--- src/rtl/hazard_ctrl_if.sv ---
// Decode/memory-side request signals and pipeline control outputs of the hazard controller.
interface hazard_ctrl_if #(
  parameter int unsigned CNT_WIDTH = 16
);
  logic                 id_valid;
  logic                 rs1_re;
  logic [4:0]           rs1_addr;
  logic                 rs2_re;
  logic [4:0]           rs2_addr;
  logic                 rd_we;
  logic [4:0]           rd_addr;
  logic                 id_is_load;
  logic                 ex_branch_taken;
  logic                 mem_req;
  logic                 mem_ack;
  logic                 stall_pc;
  logic                 stall_ifid;
  logic                 bubble_idex;
  logic                 flush_ifid;
  logic                 freeze;
  logic [CNT_WIDTH-1:0] stall_cnt;

  modport master (
    output id_valid, rs1_re, rs1_addr, rs2_re, rs2_addr, rd_we, rd_addr,
           id_is_load, ex_branch_taken, mem_req, mem_ack,
    input  stall_pc, stall_ifid, bubble_idex, flush_ifid, freeze, stall_cnt
  );

  modport slave (
    input  id_valid, rs1_re, rs1_addr, rs2_re, rs2_addr, rd_we, rd_addr,
           id_is_load, ex_branch_taken, mem_req, mem_ack,
    output stall_pc, stall_ifid, bubble_idex, flush_ifid, freeze, stall_cnt
  );
endinterface

--- src/rtl/hazard_ctrl.sv ---
// Pipeline sequencing controller for the 5-stage RV32I core: in-flight rd scoreboard,
// load-use / data hazard detection, branch flush and data-memory wait arbitration.
module hazard_ctrl #(
  parameter bit          FORWARDING   = 1'b1,
  parameter int unsigned FLUSH_CYCLES = 2,
  parameter int unsigned CNT_WIDTH    = 16
) (
  input  logic         clk,
  input  logic         rst,
  hazard_ctrl_if.slave bus
);

  localparam int unsigned FCW = 3;

  typedef enum logic [1:0] {RUN, MEM_WAIT, FLUSH} state_e;

  typedef struct packed {
    logic       v;
    logic [4:0] rd;
  } tag_t;

  typedef struct packed {
    tag_t tag;
    logic ld;
  } slot_t;

  state_e               state_q, state_d;
  logic [FCW-1:0]       fcnt_q, fcnt_d;
  slot_t                ex_q;
  tag_t                 mem_q;
  logic [CNT_WIDTH-1:0] cnt_q;

  logic stall_pc_c, stall_ifid_c, bubble_c, flush_c, freeze_c;
  logic mem_wait_c, ex_hit_c, mem_hit_c, hazard_c, issue_c;

  function automatic logic match(input tag_t s, input logic r1e, input logic [4:0] r1,
                                 input logic r2e, input logic [4:0] r2);
    return s.v & ((r1e & (r1 == s.rd)) | (r2e & (r2 == s.rd)));
  endfunction

  // Only ex needs the load flag; a retiring wb write never blocks decode (write-through),
  // so the wb slot carries no state that could influence any output.
  assign ex_hit_c  = match(ex_q.tag, bus.rs1_re, bus.rs1_addr, bus.rs2_re, bus.rs2_addr);
  assign mem_hit_c = match(mem_q, bus.rs1_re, bus.rs1_addr, bus.rs2_re, bus.rs2_addr);
  assign hazard_c  = bus.id_valid & ((ex_hit_c & (ex_q.ld | ~FORWARDING)) |
                                     (mem_hit_c & ~FORWARDING));
  assign mem_wait_c = bus.mem_req & ~bus.mem_ack;
  assign issue_c    = bus.id_valid & ~stall_ifid_c & ~flush_c;

  // Next-state and control decode; priority is mem wait > branch > hazard.
  always_comb begin
    state_d      = state_q;
    fcnt_d       = fcnt_q;
    stall_pc_c   = 1'b0;
    stall_ifid_c = 1'b0;
    bubble_c     = 1'b0;
    flush_c      = 1'b0;
    freeze_c     = 1'b0;
    case (state_q)
      RUN: begin
        if (mem_wait_c) begin
          freeze_c     = 1'b1;
          stall_pc_c   = 1'b1;
          stall_ifid_c = 1'b1;
          state_d      = MEM_WAIT;
        end else if (bus.ex_branch_taken) begin
          flush_c  = 1'b1;
          bubble_c = 1'b1;
          if (FLUSH_CYCLES > 1) begin
            state_d = FLUSH;
            fcnt_d  = FCW'(FLUSH_CYCLES - 1);
          end
        end else if (hazard_c) begin
          stall_pc_c   = 1'b1;
          stall_ifid_c = 1'b1;
          bubble_c     = 1'b1;
        end
      end
      MEM_WAIT: begin
        if (!bus.mem_ack) begin
          freeze_c     = 1'b1;
          stall_pc_c   = 1'b1;
          stall_ifid_c = 1'b1;
        end else begin
          state_d = RUN;
        end
      end
      FLUSH: begin
        if (mem_wait_c) begin
          freeze_c     = 1'b1;
          stall_pc_c   = 1'b1;
          stall_ifid_c = 1'b1;
        end else begin
          flush_c  = 1'b1;
          bubble_c = 1'b1;
          if (fcnt_q == FCW'(1)) state_d = RUN;
          else                   fcnt_d  = fcnt_q - FCW'(1);
        end
      end
      default: state_d = RUN;
    endcase
  end

  always_ff @(posedge clk or negedge rst) begin
    if (!rst) begin
      state_q <= RUN;
      fcnt_q  <= '0;
      ex_q    <= '0;
      mem_q   <= '0;
      cnt_q   <= '0;
    end else begin
      state_q <= state_d;
      fcnt_q  <= fcnt_d;
      if (!freeze_c) begin
        mem_q <= ex_q.tag;
        if (issue_c) begin
          ex_q.tag.v  <= bus.rd_we & (bus.rd_addr != 5'd0);
          ex_q.tag.rd <= bus.rd_addr;
          ex_q.ld     <= bus.id_is_load;
        end else begin
          ex_q <= '0;
        end
      end
      if (stall_pc_c && (cnt_q != {CNT_WIDTH{1'b1}})) cnt_q <= cnt_q + CNT_WIDTH'(1);
    end
  end

  // Controls are forced low while reset is held, whatever the inputs are doing.
  assign bus.stall_pc    = rst & stall_pc_c;
  assign bus.stall_ifid  = rst & stall_ifid_c;
  assign bus.bubble_idex = rst & bubble_c;
  assign bus.flush_ifid  = rst & flush_c;
  assign bus.freeze      = rst & freeze_c;
  assign bus.stall_cnt   = cnt_q;

endmodule

--- src/flat_wrapper.sv ---
// flat-port wrapper written by rule: the top's interface ports become plain ports
module hazard_ctrl_flat 
#(
  parameter bit          FORWARDING   = 1'b1,
  parameter int unsigned FLUSH_CYCLES = 2,
  parameter int unsigned CNT_WIDTH    = 16
)
  (clk, rst, bus_id_valid, bus_rs1_re, bus_rs1_addr, bus_rs2_re, bus_rs2_addr, bus_rd_we, bus_rd_addr, bus_id_is_load, bus_ex_branch_taken, bus_mem_req, bus_mem_ack, bus_stall_pc, bus_stall_ifid, bus_bubble_idex, bus_flush_ifid, bus_freeze, bus_stall_cnt);
  hazard_ctrl_if #(.CNT_WIDTH(CNT_WIDTH)) bus_i ();
  input  logic clk;
  input  logic rst;
  input wire logic [$bits(bus_i.id_valid)-1:0] bus_id_valid;
  input wire logic [$bits(bus_i.rs1_re)-1:0] bus_rs1_re;
  input wire logic [$bits(bus_i.rs1_addr)-1:0] bus_rs1_addr;
  input wire logic [$bits(bus_i.rs2_re)-1:0] bus_rs2_re;
  input wire logic [$bits(bus_i.rs2_addr)-1:0] bus_rs2_addr;
  input wire logic [$bits(bus_i.rd_we)-1:0] bus_rd_we;
  input wire logic [$bits(bus_i.rd_addr)-1:0] bus_rd_addr;
  input wire logic [$bits(bus_i.id_is_load)-1:0] bus_id_is_load;
  input wire logic [$bits(bus_i.ex_branch_taken)-1:0] bus_ex_branch_taken;
  input wire logic [$bits(bus_i.mem_req)-1:0] bus_mem_req;
  input wire logic [$bits(bus_i.mem_ack)-1:0] bus_mem_ack;
  output wire logic [$bits(bus_i.stall_pc)-1:0] bus_stall_pc;
  output wire logic [$bits(bus_i.stall_ifid)-1:0] bus_stall_ifid;
  output wire logic [$bits(bus_i.bubble_idex)-1:0] bus_bubble_idex;
  output wire logic [$bits(bus_i.flush_ifid)-1:0] bus_flush_ifid;
  output wire logic [$bits(bus_i.freeze)-1:0] bus_freeze;
  output wire logic [$bits(bus_i.stall_cnt)-1:0] bus_stall_cnt;
  assign bus_i.id_valid = bus_id_valid;
  assign bus_i.rs1_re = bus_rs1_re;
  assign bus_i.rs1_addr = bus_rs1_addr;
  assign bus_i.rs2_re = bus_rs2_re;
  assign bus_i.rs2_addr = bus_rs2_addr;
  assign bus_i.rd_we = bus_rd_we;
  assign bus_i.rd_addr = bus_rd_addr;
  assign bus_i.id_is_load = bus_id_is_load;
  assign bus_i.ex_branch_taken = bus_ex_branch_taken;
  assign bus_i.mem_req = bus_mem_req;
  assign bus_i.mem_ack = bus_mem_ack;
  assign bus_stall_pc = bus_i.stall_pc;
  assign bus_stall_ifid = bus_i.stall_ifid;
  assign bus_bubble_idex = bus_i.bubble_idex;
  assign bus_flush_ifid = bus_i.flush_ifid;
  assign bus_freeze = bus_i.freeze;
  assign bus_stall_cnt = bus_i.stall_cnt;
  hazard_ctrl #(.FORWARDING(FORWARDING), .FLUSH_CYCLES(FLUSH_CYCLES), .CNT_WIDTH(CNT_WIDTH)) u_core (.clk(clk), .rst(rst), .bus(bus_i));
endmodule
--- config.mk ---
export PLATFORM = sky130hd
export DESIGN_NAME = hazard_ctrl_flat
export DESIGN_NICKNAME = d
export VERILOG_FILES = /design/src/rtl/hazard_ctrl_if.sv /design/src/rtl/hazard_ctrl.sv /design/src/flat_wrapper.sv
export SDC_FILE = /design/constraint.sdc
export NUM_CORES = 1
export LEC_CHECK = 0
export CORE_ASPECT_RATIO = 1.25
export CORE_MARGIN = 2
export CORE_UTILIZATION = 45
export CTS_BUF_LIST = sky130_fd_sc_hd__clkbuf_16
export DETAILED_ROUTE_END_ITERATION = 10
export GPL_ROUTABILITY_DRIVEN = 0
export PLACE_DENSITY = 0.75
export RECOVER_POWER = 50
export REMOVE_ABC_BUFFERS = 1
export SLEW_MARGIN = 20
export SYNTH_ARGS = -nofsm -noshare
export SYNTH_HDL_FRONTEND = slang
export SYNTH_SLANG_ARGS = --single-unit
--- constraint.sdc ---
create_clock -name clk -period 2.9 [get_ports clk]
set_input_delay 0.58 -clock clk [delete_from_list [all_inputs] [get_ports clk]]
set_output_delay 0.58 -clock clk [all_outputs]
set_load 0.1 [all_outputs]
==> impl_summary.md <==
STA
The final clock period utilization by the worst path is 0.947. Headroom to the max-slew limit came out at 0.0288. At the pin with the least slew margin, the transition time is around 1.5 ns. The final worst slack is about 0.15 ns. Setup repair after global routing left no endpoint under its margin. The number of max-slew violations in the final report is 0. The clock period could shrink to 2.75 ns.

The peak clock frequency supported by timing is approximately 360 MHz. The final hold violation count was 0. Setup violations remaining at the end of the flow were counted as 0. Between clock sinks in the finished design, the worst skew comes to approximately 0.0033 ns.

Clocking
The clock reaches the later pin of the worst-skew pair after ~0.26 ns. The clock-pin slew on the worst setup and hold paths is roughly 0.060 ns. The total CTS buffers is 3. The H-tree depth is 1. The number of buffers inserted for hold repair after clock tree synthesis is 0. TritonCTS built the clock tree. The TritonCTS sink count is 28. The tree is rooted in a sky130_fd_sc_hd__clkbuf_16.

In this run the post-CTS setup repair buffer count came out at 0. The maximum root-to-sink buffer count is 2. The number of gates resized after CTS was 0.

GRT
The largest net degree at the start of global routing is 29. The via count of the first global-routing pass is 1272. Across every metal layer, demand over resource in global routing totals 0.171.

The number of antenna violations at the first check in global routing was 0. For this run the aggregate overflow at the end of global routing stands at 0. The first global-routing pass estimated ~5300 microns of wire.

Run
The number of max-cap violations is 0.

Cells and area
The number of diodes added for antenna fixing is 0. The fraction of the core area covered by cells at the end of the flow is 0.644. The fraction of final layout cells with drive strength greater than 1 is 0.120. The area growth from synthesis to layout is 36.6%. Leaving out fill and tap cells, the most frequent cells in the layout are 28 x sky130_fd_sc_hd__dfrtp_1, 22 x sky130_fd_sc_hd__clkdlybuf4s50_1, 15 x sky130_fd_sc_hd__xnor2_1. The most frequent standard cell in the layout excluding fill and tap cells is sky130_fd_sc_hd__dfrtp_1. For this run, the post-layout net count is between 200 and 250.

Setup path
The startpoint kind of the worst setup timing path is a primary input. The worst flop-to-flop path startpoint is u_core.bus.stall_cnt[0]. The critical path capture point type is an output pin. Along the worst path, the maximum fanout reaches 2. The launch point of the critical path is bus_rs2_addr[1].

The internal reg-to-reg setup slack is roughly 0.65 ns. For the worst setup path, the data required time is 2.32 ns. The setup path with the least slack is of type primary input to output pin. Data on the critical path arrives at its endpoint at approximately 2.2 ns.

Floorplanning
The floorplan step set the die width to roughly 56 microns. The starting density of the core is 0.472. The floorplan die area is slightly below 4000 sq um. The placement row count is 23. In this run the vertical extent of the chip is about 69 microns. 46 I/O pins were placed.

The region available for standard cell placement spans 3220 sq um.

Placement
The post-placement worst setup slack is 0.134 ns. Summed over all nets, the half-perimeter wirelength after detailed placement is 2510 microns. The number of buffers inserted by port buffering is 45.

Worst hold path
The path category of the worst min-delay check is flip-flop to flip-flop. The worst hold path begins at u_core.ex_q[6].

Logic synthesis
The mapped netlist covers between 1500 and 2000 sq um. Synthesis handed over a netlist of around 150 instances. Each instance of the synthesized netlist takes up on average 10.0 sq um. Counting flops with a built-in enable in the synthesized netlist gives 0.

The share of the Yosys chip area taken by registers is 0.461. The count of warnings emitted by yosys is 0. In the synthesized netlist the dominant register cell turns out to be sky130_fd_sc_hd__dfrtp_1. The share of synthesized registers carrying an async set or reset is 1.00. The synthesized netlist contains 36 unique library cells. The post-synthesis register bit count is 28.

Routing
The count of nets left with antenna violations once routing finished came out at 0. Dividing the detail-routed wire length by the instance count gives about 14 microns. The wire length after detailed routing is 3220 microns. The total number of vias is ~1300. The number of detailed-route iterations in the first pass is 5. In the routed design, unresolved DRC markers number 0. For this block, the initial DRC count from the detailed router was 24. After detailed routing, the number of vias per cell comes to 5.47.

Pwr
Power spread over the standard cell area amounts to 800 nW/um^2. Power comes to 1660 uW. VDD sags by at most between 0.9 and 1 mV. For this design the static power due to leakage is ~0.00092 uW.

Status
The run finished with clean final reports.
## sequential cells by signal (all words and copies together), names as in the netlist
name and cells:
u_core.bus.stall_cnt 16, u_core.ex_q 7, u_core.fcnt_q 3, u_core.state_q 2
## cells in the mapped netlist, types with 2 or more instances
library cell,number,share of area
sky130_fd_sc_hd__o22ai_1,2,0.0082
sky130_fd_sc_hd__clkbuf_1,3,0.0074
sky130_fd_sc_hd__o21ai_0,3,0.0099
sky130_fd_sc_hd__nand2b_1,4,0.016
sky130_fd_sc_hd__and3_1,2,0.0082
sky130_fd_sc_hd__a22o_1,7,0.040
sky130_fd_sc_hd__dfrtp_1,28,0.46
sky130_fd_sc_hd__nand4b_1,2,0.012
sky130_fd_sc_hd__xor2_1,10,0.058
sky130_fd_sc_hd__nand2_1,7,0.017
sky130_fd_sc_hd__nor2b_1,2,0.0082
sky130_fd_sc_hd__nor2_1,13,0.032
sky130_fd_sc_hd__inv_1,9,0.022
sky130_fd_sc_hd__nor4_1,2,0.0082
sky130_fd_sc_hd__xnor2_1,15,0.086
sky130_fd_sc_hd__nor3_1,11,0.036
sky130_fd_sc_hd__ha_1,3,0.025
sky130_fd_sc_hd__nand3_1,6,0.020
sky130_fd_sc_hd__nand4_1,6,0.025
## through the flow
step | cell area (sq um) | setup TNS (ns) | std cells | hold WS [ns]
finish | 2080 | 0 | 237 | 0.507
floorplan | 1490 | -3.73 | 147 | 0.284
CTS | 2110 | 0 | 237 | 0.509
global placement | 2030 | 0 | 233 | 0.487
global route | 2080 | 0 | 237 | 0.531
detailed placement | 2030 | 0 | 233 | 0.495
## layer usage
| metal | GRT usage | wire [microns] | vias to the layer above |
|---|---|---|---|
| li1 | - | - | 630 |
| met1 | 0.199 | 1370 | 629 |
| met2 | 0.324 | 1690 | 31 |
| met3 | 0.0243 | 126 | 6 |
| met4 | 0.0595 | 31 | 0 |
| met5 | 0 | 0 | - |
## power breakdown
| group | internal, uW | switching [uW] |
|---|---|---|
| registers | 474 | 104 |
| logic | 234 | 545 |
| clock network | 184 | 120 |
## worst max-delay path, cell delays in order
cell	delay, ns
sky130_fd_sc_hd__clkdlybuf4s50_1	0.47
sky130_fd_sc_hd__xnor2_1	0.11
sky130_fd_sc_hd__nand4_1	0.14
sky130_fd_sc_hd__o22ai_1	0.19
sky130_fd_sc_hd__nand2b_1	0.07
sky130_fd_sc_hd__a211oi_1	0.37
sky130_fd_sc_hd__buf_12	0.23
## worst paths after layout
check,end,cells past startpoint
min reg2reg,u_core.ex_q[6],1
min,u_core.ex_q[6],1
max reg2reg,u_core.bus.stall_cnt[1],6
min in group asynchronous,u_core.state_q[1],2
max in group asynchronous,u_core.ex_q[4],2
max,bus_bubble_idex,7
## final cells by class
type,count,area [sq um]
Clock buffer,3,75.1
Clock inverter,1,3.75
Fill cell,275,1150
Inverter,9,33.8
Multi-Input combinational cell,110,761
Sequential cell,28,701
Tap cell,37,46.3
Timing Repair Buffer,49,457
## kinds of logic (layout without fill, tap and decap cells)
kind of cell	after synthesis	in the layout	share of synthesized area
mux	2	2	0.0140
compound gates	20	20	0.105
fa+ha+maj	3	3	0.0247
flops	28	28	0.461
buf+inv	14	62	0.0420
xor+xnor	25	25	0.144
simple gates	60	60	0.209
Power figures use the tool's default switching activity.
